$ cat src/rtl/cp0_irq_ctrl.sv
// CP0-style exception/interrupt controller: Status, Cause, EPC and EBASE registers,
// IRQ edge capture and a RUN/HANDLER trap sequencer. Define CP0_VECTORED_IRQ_EN for per-IRQ vectors.
module cp0_irq_ctrl #(
    parameter int          NUM_IRQ   = 4,
    parameter logic [31:0] EBASE_RST = 32'h0000_0080
) (
    input  logic               clk_cpu,
    input  logic               rst,
    input  logic [NUM_IRQ-1:0] irq_i,
    input  logic               exc_valid,
    input  logic [4:0]         exc_code,
    input  logic [31:0]        exc_pc,
    input  logic [31:0]        int_pc,
    input  logic               eret,
    input  logic               mtc_en,
    input  logic [4:0]         mtc_addr,
    input  logic [31:0]        mtc_data,
    input  logic [4:0]         mfc_addr,
    output logic [31:0]        mfc_data,
    output logic               trap_valid,
    output logic [31:0]        trap_vector,
    output logic [31:0]        eret_pc,
    output logic [31:0]        status_data,
    output logic [31:0]        cause_data,
    output logic [31:0]        epc_data,
    output logic               in_handler
);
    localparam logic [4:0] CPR_STATUS = 5'd12;
    localparam logic [4:0] CPR_CAUSE  = 5'd13;
    localparam logic [4:0] CPR_EPC    = 5'd14;
    localparam logic [4:0] CPR_EBASE  = 5'd15;

    typedef enum logic {RUN = 1'b0, HANDLER = 1'b1} state_t;

    state_t             state;
    logic               status_ie;
    logic [NUM_IRQ-1:0] status_im;
    logic [NUM_IRQ-1:0] cause_ip;
    logic [4:0]         cause_exc;
    logic [31:0]        epc;
    logic [31:0]        ebase;
    logic [NUM_IRQ-1:0] irq_q;
    logic               irq_armed;

    logic               wr_status, wr_cause, wr_epc, wr_ebase;
    logic               exl, take_exc, take_int;
    logic [NUM_IRQ-1:0] irq_rise, irq_pend, ip_clr;
    logic [31:0]        vector_next;

    assign wr_status = mtc_en && (mtc_addr == CPR_STATUS);
    assign wr_cause  = mtc_en && (mtc_addr == CPR_CAUSE);
    assign wr_epc    = mtc_en && (mtc_addr == CPR_EPC);
    assign wr_ebase  = mtc_en && (mtc_addr == CPR_EBASE);

    // irq_armed blocks the first post-reset sample so lines already high never count as a rise.
    assign exl      = (state == HANDLER);
    assign irq_rise = irq_i & ~irq_q & {NUM_IRQ{irq_armed}};
    assign irq_pend = cause_ip & status_im;
    assign ip_clr   = wr_cause ? mtc_data[8 +: NUM_IRQ] : '0;
    assign take_exc = exc_valid;
    assign take_int = !exl && status_ie && !exc_valid && (|irq_pend);

    always_comb begin
        // NOTE: every always_comb output gets a default first, so no path can infer a latch.
        status_data                = '0;
        status_data[0]             = status_ie;
        status_data[1]             = exl;
        status_data[8 +: NUM_IRQ]  = status_im;
        cause_data                 = '0;
        cause_data[6:2]            = cause_exc;
        cause_data[8 +: NUM_IRQ]   = cause_ip;
    end

    assign epc_data   = epc;
    assign eret_pc    = epc;
    assign in_handler = exl;

    always_comb begin
        case (mfc_addr)
            CPR_STATUS: mfc_data = status_data;
            CPR_CAUSE:  mfc_data = cause_data;
            CPR_EPC:    mfc_data = epc;
            CPR_EBASE:  mfc_data = ebase;
            default:    mfc_data = '0;
        endcase
    end

`ifdef CP0_VECTORED_IRQ_EN
    logic [2:0] irq_idx;

    // Scan from the top down so the last hit, the lowest pending index, wins.
    always_comb begin
        irq_idx = '0;
        for (int k = NUM_IRQ - 1; k >= 0; k--) begin
            if (irq_pend[k]) irq_idx = 3'(k);
        end
    end

    assign vector_next = take_int ? ebase + ((32'(irq_idx) + 32'd1) << 5) : ebase;
`else
    assign vector_next = ebase;
`endif

    // NOTE: asynchronous reset sits in the sensitivity list; all sequential state uses <= only.
    always_ff @(posedge clk_cpu or posedge rst) begin
        if (rst) begin
            status_ie <= 1'b0;
            status_im <= '0;
            cause_ip  <= '0;
            cause_exc <= '0;
            epc       <= '0;
            ebase     <= EBASE_RST;
            irq_q     <= '0;
            irq_armed <= 1'b0;
        end else begin
            irq_q     <= irq_i;
            irq_armed <= 1'b1;
            if (wr_status) begin
                status_ie <= mtc_data[0];
                status_im <= mtc_data[8 +: NUM_IRQ];
            end
            // Write-1-to-clear; a rising edge in the same cycle keeps the bit set.
            cause_ip <= (cause_ip & ~ip_clr) | irq_rise;
            if (take_exc)      cause_exc <= exc_code;
            else if (take_int) cause_exc <= '0;
            // A nested exception keeps the original return address.
            if (take_exc && !exl) epc <= exc_pc;
            else if (take_int)    epc <= int_pc;
            else if (wr_epc)      epc <= mtc_data;
            if (wr_ebase) ebase <= {mtc_data[31:5], 5'b0};
        end
    end

    // State is Status.EXL: hardware trap/eret events override a same-cycle software write.
    always_ff @(posedge clk_cpu or posedge rst) begin
        if (rst) begin
            state       <= RUN;
            trap_valid  <= 1'b0;
            trap_vector <= '0;
        end else begin
            trap_valid  <= take_exc || take_int;
            trap_vector <= vector_next;
            case (state)
                RUN: begin
                    if (take_exc || take_int)      state <= HANDLER;
                    else if (wr_status && mtc_data[1]) state <= HANDLER;
                end
                HANDLER: begin
                    if (exc_valid)      state <= HANDLER;
                    else if (eret)      state <= RUN;
                    else if (wr_status) state <= mtc_data[1] ? HANDLER : RUN;
                end
                default: state <= RUN;
            endcase
        end
    end

endmodule

$ cat config.mk
export PLATFORM = sky130hd
export DESIGN_NAME = cp0_irq_ctrl
export DESIGN_NICKNAME = d
export VERILOG_FILES = /design/src/rtl/cp0_irq_ctrl.sv
export SDC_FILE = /design/constraint.sdc
export NUM_CORES = 1
export LEC_CHECK = 0
export ABC_AREA = 0
export BUFFER_PORTS_ARGS = -buffer_cell sky130_fd_sc_hd__buf_2
export CAP_MARGIN = 5
export CORE_UTILIZATION = 40
export CTS_BUF_LIST = sky130_fd_sc_hd__clkbuf_4 sky130_fd_sc_hd__clkbuf_8 sky130_fd_sc_hd__clkbuf_16
export DETAILED_ROUTE_END_ITERATION = 7
export PLACE_DENSITY = 0.73
export SLEW_MARGIN = 15
export SYNTH_ARGS = -nofsm -noshare
export SYNTH_HDL_FRONTEND = slang
export SYNTH_SLANG_ARGS = --single-unit
$ cat constraint.sdc
create_clock -name clk_cpu -period 3.5 [get_ports clk_cpu]
set_input_delay 0.35 -clock clk_cpu [delete_from_list [all_inputs] [get_ports clk_cpu]]
set_output_delay 0.35 -clock clk_cpu [all_outputs]
set_load 0.01 [all_outputs]
==> results.md, run 1 <==
* Status: complete, no violations
* Measured slew at the worst slew-check pin at 1.133 ns
* Synthesis Warnings at 0
* # setup viols final at 0
* FF+latch count, synth at 107
* Worst VDD drop at 0.3201 mV
* Detail Route Antenna Nets at 0
* Setup_tns at 0 ns
* Clock power share at 0.268
* Final #Nets at 803
* Routability cong. at 0.8344
* Sw Share at 0.3095
* Post-synthesis cell count at 461
* Via count at 4209
* Setup Skew at 0.007613 ns
* Vias per std cell at 4.849
* CTS tree: built
* Core Rows at 43
* Internal power at 2.592 mW
* Syn avg cell area at 12.48 um2
* Share of layout cells above drive strength 1 at 0.5858
* Slew Limit Fails at 0
* Post-Synth XOR/XNOR Area at 0
* Peak fanout along the critical path at 38
* Antenna diodes at 0
* Share of flip-flops with an asynchronous set or reset at 1.000
* CP startpoint kind: flop
* Global-route wire length before repair at 21960 um
* Synth Area in Compound Gates at 0.03850
* # port buffers at 259
* F_max at 415.2 MHz
* Initial antenna violation count at 0
* Non-filler cells, final at 868
* Drt total wl at 14730 um
* DRC at 0
* TritonCTS Buffers at 9
* CP Capture Type: flop
* Slew headroom at 0.2444
* Die X at 121.9 um
* Comb pwr share at 0.279
* Worst-skew pair later-pin latency at 0.34 ns
* Die height at 121.9 um
* Hold Vio Cnt, Final at 0
* Final Util at 0.5074
* Vias in the first global route at 4032
* Synth unique cells at 31
* Fillcell total at 1240
* Seq/Total Area, Yosys at 0.4657
* Largest family of logic cells by synthesized area: multiplexers
* Maxcap violations at 0
* Root buf cell: clkbuf_16
* R2R Setup Slk at 1.09 ns
* Main synth FF type: dfrtp_1
* Synthesized cell area at 0.005752 mm2
* Cell Pwr Density at 530.8 mW/mm2
* Clk sink count at 107
* Area of the multi-input gates at 0.002489 mm2
* Simple-gate portion of the synthesized area at 0.04677
* RSZ-0062 raised after global routing: no
* First drt pass iteration count at 4
* Post-synthesis adder-cell area fraction at 0
* DP Cell Count at 852
* Min-Delay Path Class: in2async
* Post-CTS sizing at 0
* Req. time, crit path at 3.73 ns
* Arrival time worst endpoint at 2.64 ns
* Mux cell area share after synthesis at 0.3067
* P_leak at 3.705 nW
* H-tree levels at 3
* WL/cell at 16.97 um
* Final period utilization at 0.6881
* Net switching power at 1.162 mW
* Starting DRT DRC Count at 175
* Core region area at 0.01393 mm2
* DPL Wire Length at 10710 um
* Critical path class: reg2reg
* Gr ovfl total at 0
* # hold bufs at CTS at 0
* Most frequent cells in the layout: buf_2, dfrtp_1, mux2_2
* Starting Density at 0.4128
* Post-synth EDFFs at 0
* Area delta synth->final at 22.93%
* Minimum clock period at 2.408 ns
* Clock Pin Slew Worst Setup and Hold Paths at 0.07 ns
* Commonest non-fill, non-tap cell in the layout: buf_2
* Post-CTS setup buffers at 0
* Register area at 0.002679 mm2
* Max Buffers Root-to-Sink at 2
* Flop pwr share at 0.453
* Largest net degree at the start of global routing at 59
* I/O Pins at 314
* Tot GR Track Use at 0.1978
* Die ar. at 0.01486 mm2
[metal layers]
metal | global-route usage | part of all wire | vias up
met5 | 0 | 0 | -
met4 | 0.06867 | 0.018 | 0
met3 | 0.03277 | 0.058 | 18
met2 | 0.3309 | 0.51 | 182
met1 | 0.2581 | 0.42 | 2113
li1 | - | - | 1896
[critical path, cell delays in order (launching register included)]
cell and delay (ns):
dfrtp_1 0.42, a22oi_1 0.25, a211o_2 0.93, mux2_2 0.43, mux2_2 0.26
[power by group through the flow]
| stage | clock network (mW) | registers [mW] | logic (mW) |
|---|---|---|---|
| 3_5_place_dp | 0 | 1.72 | 1.06 |
| 4_1_cts | 1.04 | 1.70 | 1.06 |
| 5_1_grt | 1.09 | 1.73 | 1.14 |
| 3_3_place_gp | 0 | 1.71 | 1.04 |
| 2_1_floorplan | 0 | 1.77 | 0.698 |
| 6_report | 1.01 | 1.70 | 1.05 |
[kinds of logic (layout without fill, tap and decap cells)]
family	Yosys count	after routing
multiplexers	155	155
buffers and inverters	111	285
flip-flops	107	107
AND/OR/NAND/NOR	55	55
AO/OA/AOI/OAI	31	31
other	2	55
[state kept, by name, summed over array words and instances, names as in the netlist]
signal,count
epc_data,32
ebase,27
irq_q,4
cause_exc,5
status_ie,1
irq_armed,1
trap_vector,27
status_im,4
cause_ip,4
trap_valid,1
in_handler,1
[through the flow]
step | worst slack [ns] | hold WS (ns) | area (um2) | power (mW)
6_report | 1.092 | 0.09851 | 7071 | 3.753
5_1_grt | 0.9899 | 0.1177 | 7071 | 3.972
4_1_cts | 1.095 | 0.1095 | 7071 | 3.797
3_5_place_dp | 1.034 | 0.3832 | 6777 | 2.780
3_3_place_gp | 1.108 | 0.3773 | 6777 | 2.750
2_1_floorplan | 0.3344 | 0.3700 | 5951 | 2.467
[path summary, 6_finish.rpt]
kind | startpoint | endpoint | cells past startpoint
worst min register to register | ebase[16]$_DFFE_PP0P_ | trap_vector[16]$_DFF_PP0_ | 0
worst min-delay path | rst | ebase[9]$_DFFE_PP0P_ | 2
worst max register to register | status_im[0]$_DFFE_PP0N_ | epc_data[27]$_DFFE_PP0P_ | 4
worst max-delay path | status_im[0]$_DFFE_PP0N_ | epc_data[27]$_DFFE_PP0P_ | 4
max in group asynchronous | rst | ebase[7]$_DFFE_PP1P_ | 3
min in group clk_cpu | irq_i[0] | irq_q[0]$_DFF_PP0_ | 1
[Yosys cell counts, types with 2 or more instances]
cell | instances | area, um2
a21oi_1 | 2 | 10.01
a22o_1 | 5 | 43.79
a22oi_1 | 6 | 45.04
a32o_1 | 3 | 30.03
buf_2 | 6 | 30.03
buf_4 | 91 | 683.2
buf_6 | 6 | 67.56
clkbuf_1 | 4 | 15.01
conb_1 | 2 | 7.510
dfrtp_1 | 106 | 2653
inv_1 | 4 | 15.01
mux2_1 | 16 | 180.2
mux2_2 | 98 | 1104
mux2_4 | 14 | 210.2
mux2i_1 | 27 | 270.3
nand2_1 | 18 | 67.56
nand3b_1 | 2 | 15.01
nand4b_1 | 3 | 26.28
nor2_1 | 23 | 86.33
nor2b_1 | 2 | 12.51
nor3b_1 | 2 | 15.01
o21ai_0 | 12 | 60.06
[layout make-up]
type | instances | share of cell area
Clock buffer | 11 | 0.03398
Clock inverter | 5 | 0.007609
Inverter | 4 | 0.002477
Multi-Input combinational cell | 296 | 0.3520
Sequential cell | 107 | 0.3789
Tap cell | 180 | 0.03185
Timing Repair Buffer | 265 | 0.1932
No activity file was read; power rests on OpenSTA's default activity.
==> inputs of run 2 (changes only) <==
--- a/config.mk
+++ b/config.mk
@@ -11,7 +11,7 @@
 export CORE_UTILIZATION = 40
 export CTS_BUF_LIST = sky130_fd_sc_hd__clkbuf_4 sky130_fd_sc_hd__clkbuf_8 sky130_fd_sc_hd__clkbuf_16
 export DETAILED_ROUTE_END_ITERATION = 7
-export PLACE_DENSITY = 0.73
+export PLACE_DENSITY = 0.76
 export SLEW_MARGIN = 15
 export SYNTH_ARGS = -nofsm -noshare
 export SYNTH_HDL_FRONTEND = slang
==> constraint.sdc (replaced) <==
create_clock -name clk_cpu -period 2.15 [get_ports clk_cpu]
set_input_delay 0.215 -clock clk_cpu [delete_from_list [all_inputs] [get_ports clk_cpu]]
set_output_delay 0.215 -clock clk_cpu [all_outputs]
set_load 0.01 [all_outputs]
==> results.md, run 2 (synthesis results as in run 1) <==
* RSZ-0062 raised after global routing: no
* Final #Nets at 818
* Critical path class: reg2reg
* Final Util at 0.5188
* DPL Wire Length at 10900 um
* TritonCTS Buffers at 9
* Minimum clock period at 1.923 ns
* Starting DRT DRC Count at 174
* Gr ovfl total at 0
* First drt pass iteration count at 4
* Commonest non-fill, non-tap cell in the layout: buf_2
* Peak fanout along the critical path at 17
* # setup viols final at 0
* Largest net degree at the start of global routing at 108
* # port buffers at 259
* Vias per std cell at 4.743
* Routability cong. at 0.8002
* Area delta synth->final at 25.69%
* Slew Limit Fails at 0
* Status: complete, no violations
* Clk sink count at 107
* Tot GR Track Use at 0.2004
* R2R Setup Slk at 0.23 ns
* Internal power at 4.296 mW
* Hold Vio Cnt, Final at 0
* Most frequent cells in the layout: buf_2, dfrtp_1, mux2_2
* Post-CTS sizing at 0
* CP Capture Type: flop
* Drt total wl at 14630 um
* Core Rows at 43
* Max Buffers Root-to-Sink at 2
* Max reg flops at 32
* # hold bufs at CTS at 4
* F_max at 520.0 MHz
* Initial antenna violation count at 0
* I/O Pins at 314
* Die height at 121.9 um
* Setup Skew at 0.008220 ns
* Flop pwr share at 0.448
* CP startpoint kind: flop
* H-tree levels at 3
* WL/cell at 16.57 um
* Core region area at 0.01393 mm2
* Detail Route Antenna Nets at 0
* Sw Share at 0.3056
* Cell Pwr Density at 855.8 mW/mm2
* Slew headroom at 0.5138
* Final period utilization at 0.8945
* Die X at 121.9 um
* Vias in the first global route at 4073
* Arrival time worst endpoint at 2.15 ns
* Starting Density at 0.4128
* Share of layout cells above drive strength 1 at 0.5889
* Setup_tns at 0 ns
* CTS tree: built
* Min-Delay Path Class: in2async
* Comb pwr share at 0.279
* Req. time, crit path at 2.37 ns
* P_leak at 3.783 nW
* Maxcap violations at 0
* Post-CTS setup buffers at 0
* Global-route wire length before repair at 22220 um
* Measured slew at the worst slew-check pin at 0.7277 ns
* Antenna diodes at 0
* Worst-skew pair later-pin latency at 0.34 ns
* Clock power share at 0.273
* Worst VDD drop at 0.3369 mV
* Clock Pin Slew Worst Setup and Hold Paths at 0.07 ns
* Die ar. at 0.01486 mm2
* Root buf cell: clkbuf_16
* Net switching power at 1.891 mW
* Via count at 4188
* DRC at 0
==> run 2: path summary, 6_finish.rpt <==
kind / depth (start not counted) / endpoint / startpoint
max in group asynchronous: 3 / ebase[29]$_DFFE_PP0P_ / rst
max: 5 / epc_data[20]$_DFFE_PP0P_ / status_im[0]$_DFFE_PP0N_
min in group clk_cpu: 3 / cause_exc[3]$_DFFE_PP0P_ / exc_code[3]
max reg2reg: 5 / epc_data[20]$_DFFE_PP0P_ / status_im[0]$_DFFE_PP0N_
min: 3 / epc_data[6]$_DFFE_PP0P_ / rst
min reg2reg: 0 / trap_vector[18]$_DFF_PP0_ / ebase[18]$_DFFE_PP0P_
==> run 2: through the flow <==
stage                     instances  power [mW]  hold WS, ns  setup WS, ns  area, um2
final                           883       6.187      0.02934        0.2268       7229
after global routing            883       6.530      0.08461        0.1003       7229
after CTS                       883       6.260      0.05644        0.2084       7229
after detailed placement        863       4.545       0.3451        0.2280       6885
after global placement          863       4.494       0.3377        0.2486       6885
after floorplan                 514       4.017       0.2464        0.3237       5954
==> run 2: routing by layer <==
layer,wire length (um),GRT usage
met5,0,0
met4,337,0.09491
met3,613,0.02715
met2,7526,0.3302
met1,6155,0.2596
==> run 2: critical path: stages (launching register included) <==
cell	delay, ns
dfrtp_1	0.40
a22oi_1	0.25
a21oi_1	0.17
a311oi_4	0.29
buf_4	0.31
mux2_2	0.37
==> run 2: power groups by stage <==
stage	registers [mW]	logic (mW)	clock network [mW]
floorplan	2.88	1.14	0
global placement	2.79	1.70	0
detailed placement	2.81	1.73	0
CTS	2.77	1.74	1.74
global route	2.83	1.88	1.83
finish	2.77	1.72	1.69
==> run 2: cell type report <==
type                    count  area (um2)
repair buffers            280        1514
clock buffers              14       269.0
fillers                  1265        6705
flip-flops and latches    107        2679
inverters                   4       18.77
well taps                 180       225.2
multi-input cells         296        2489
clock inverters             2       35.03
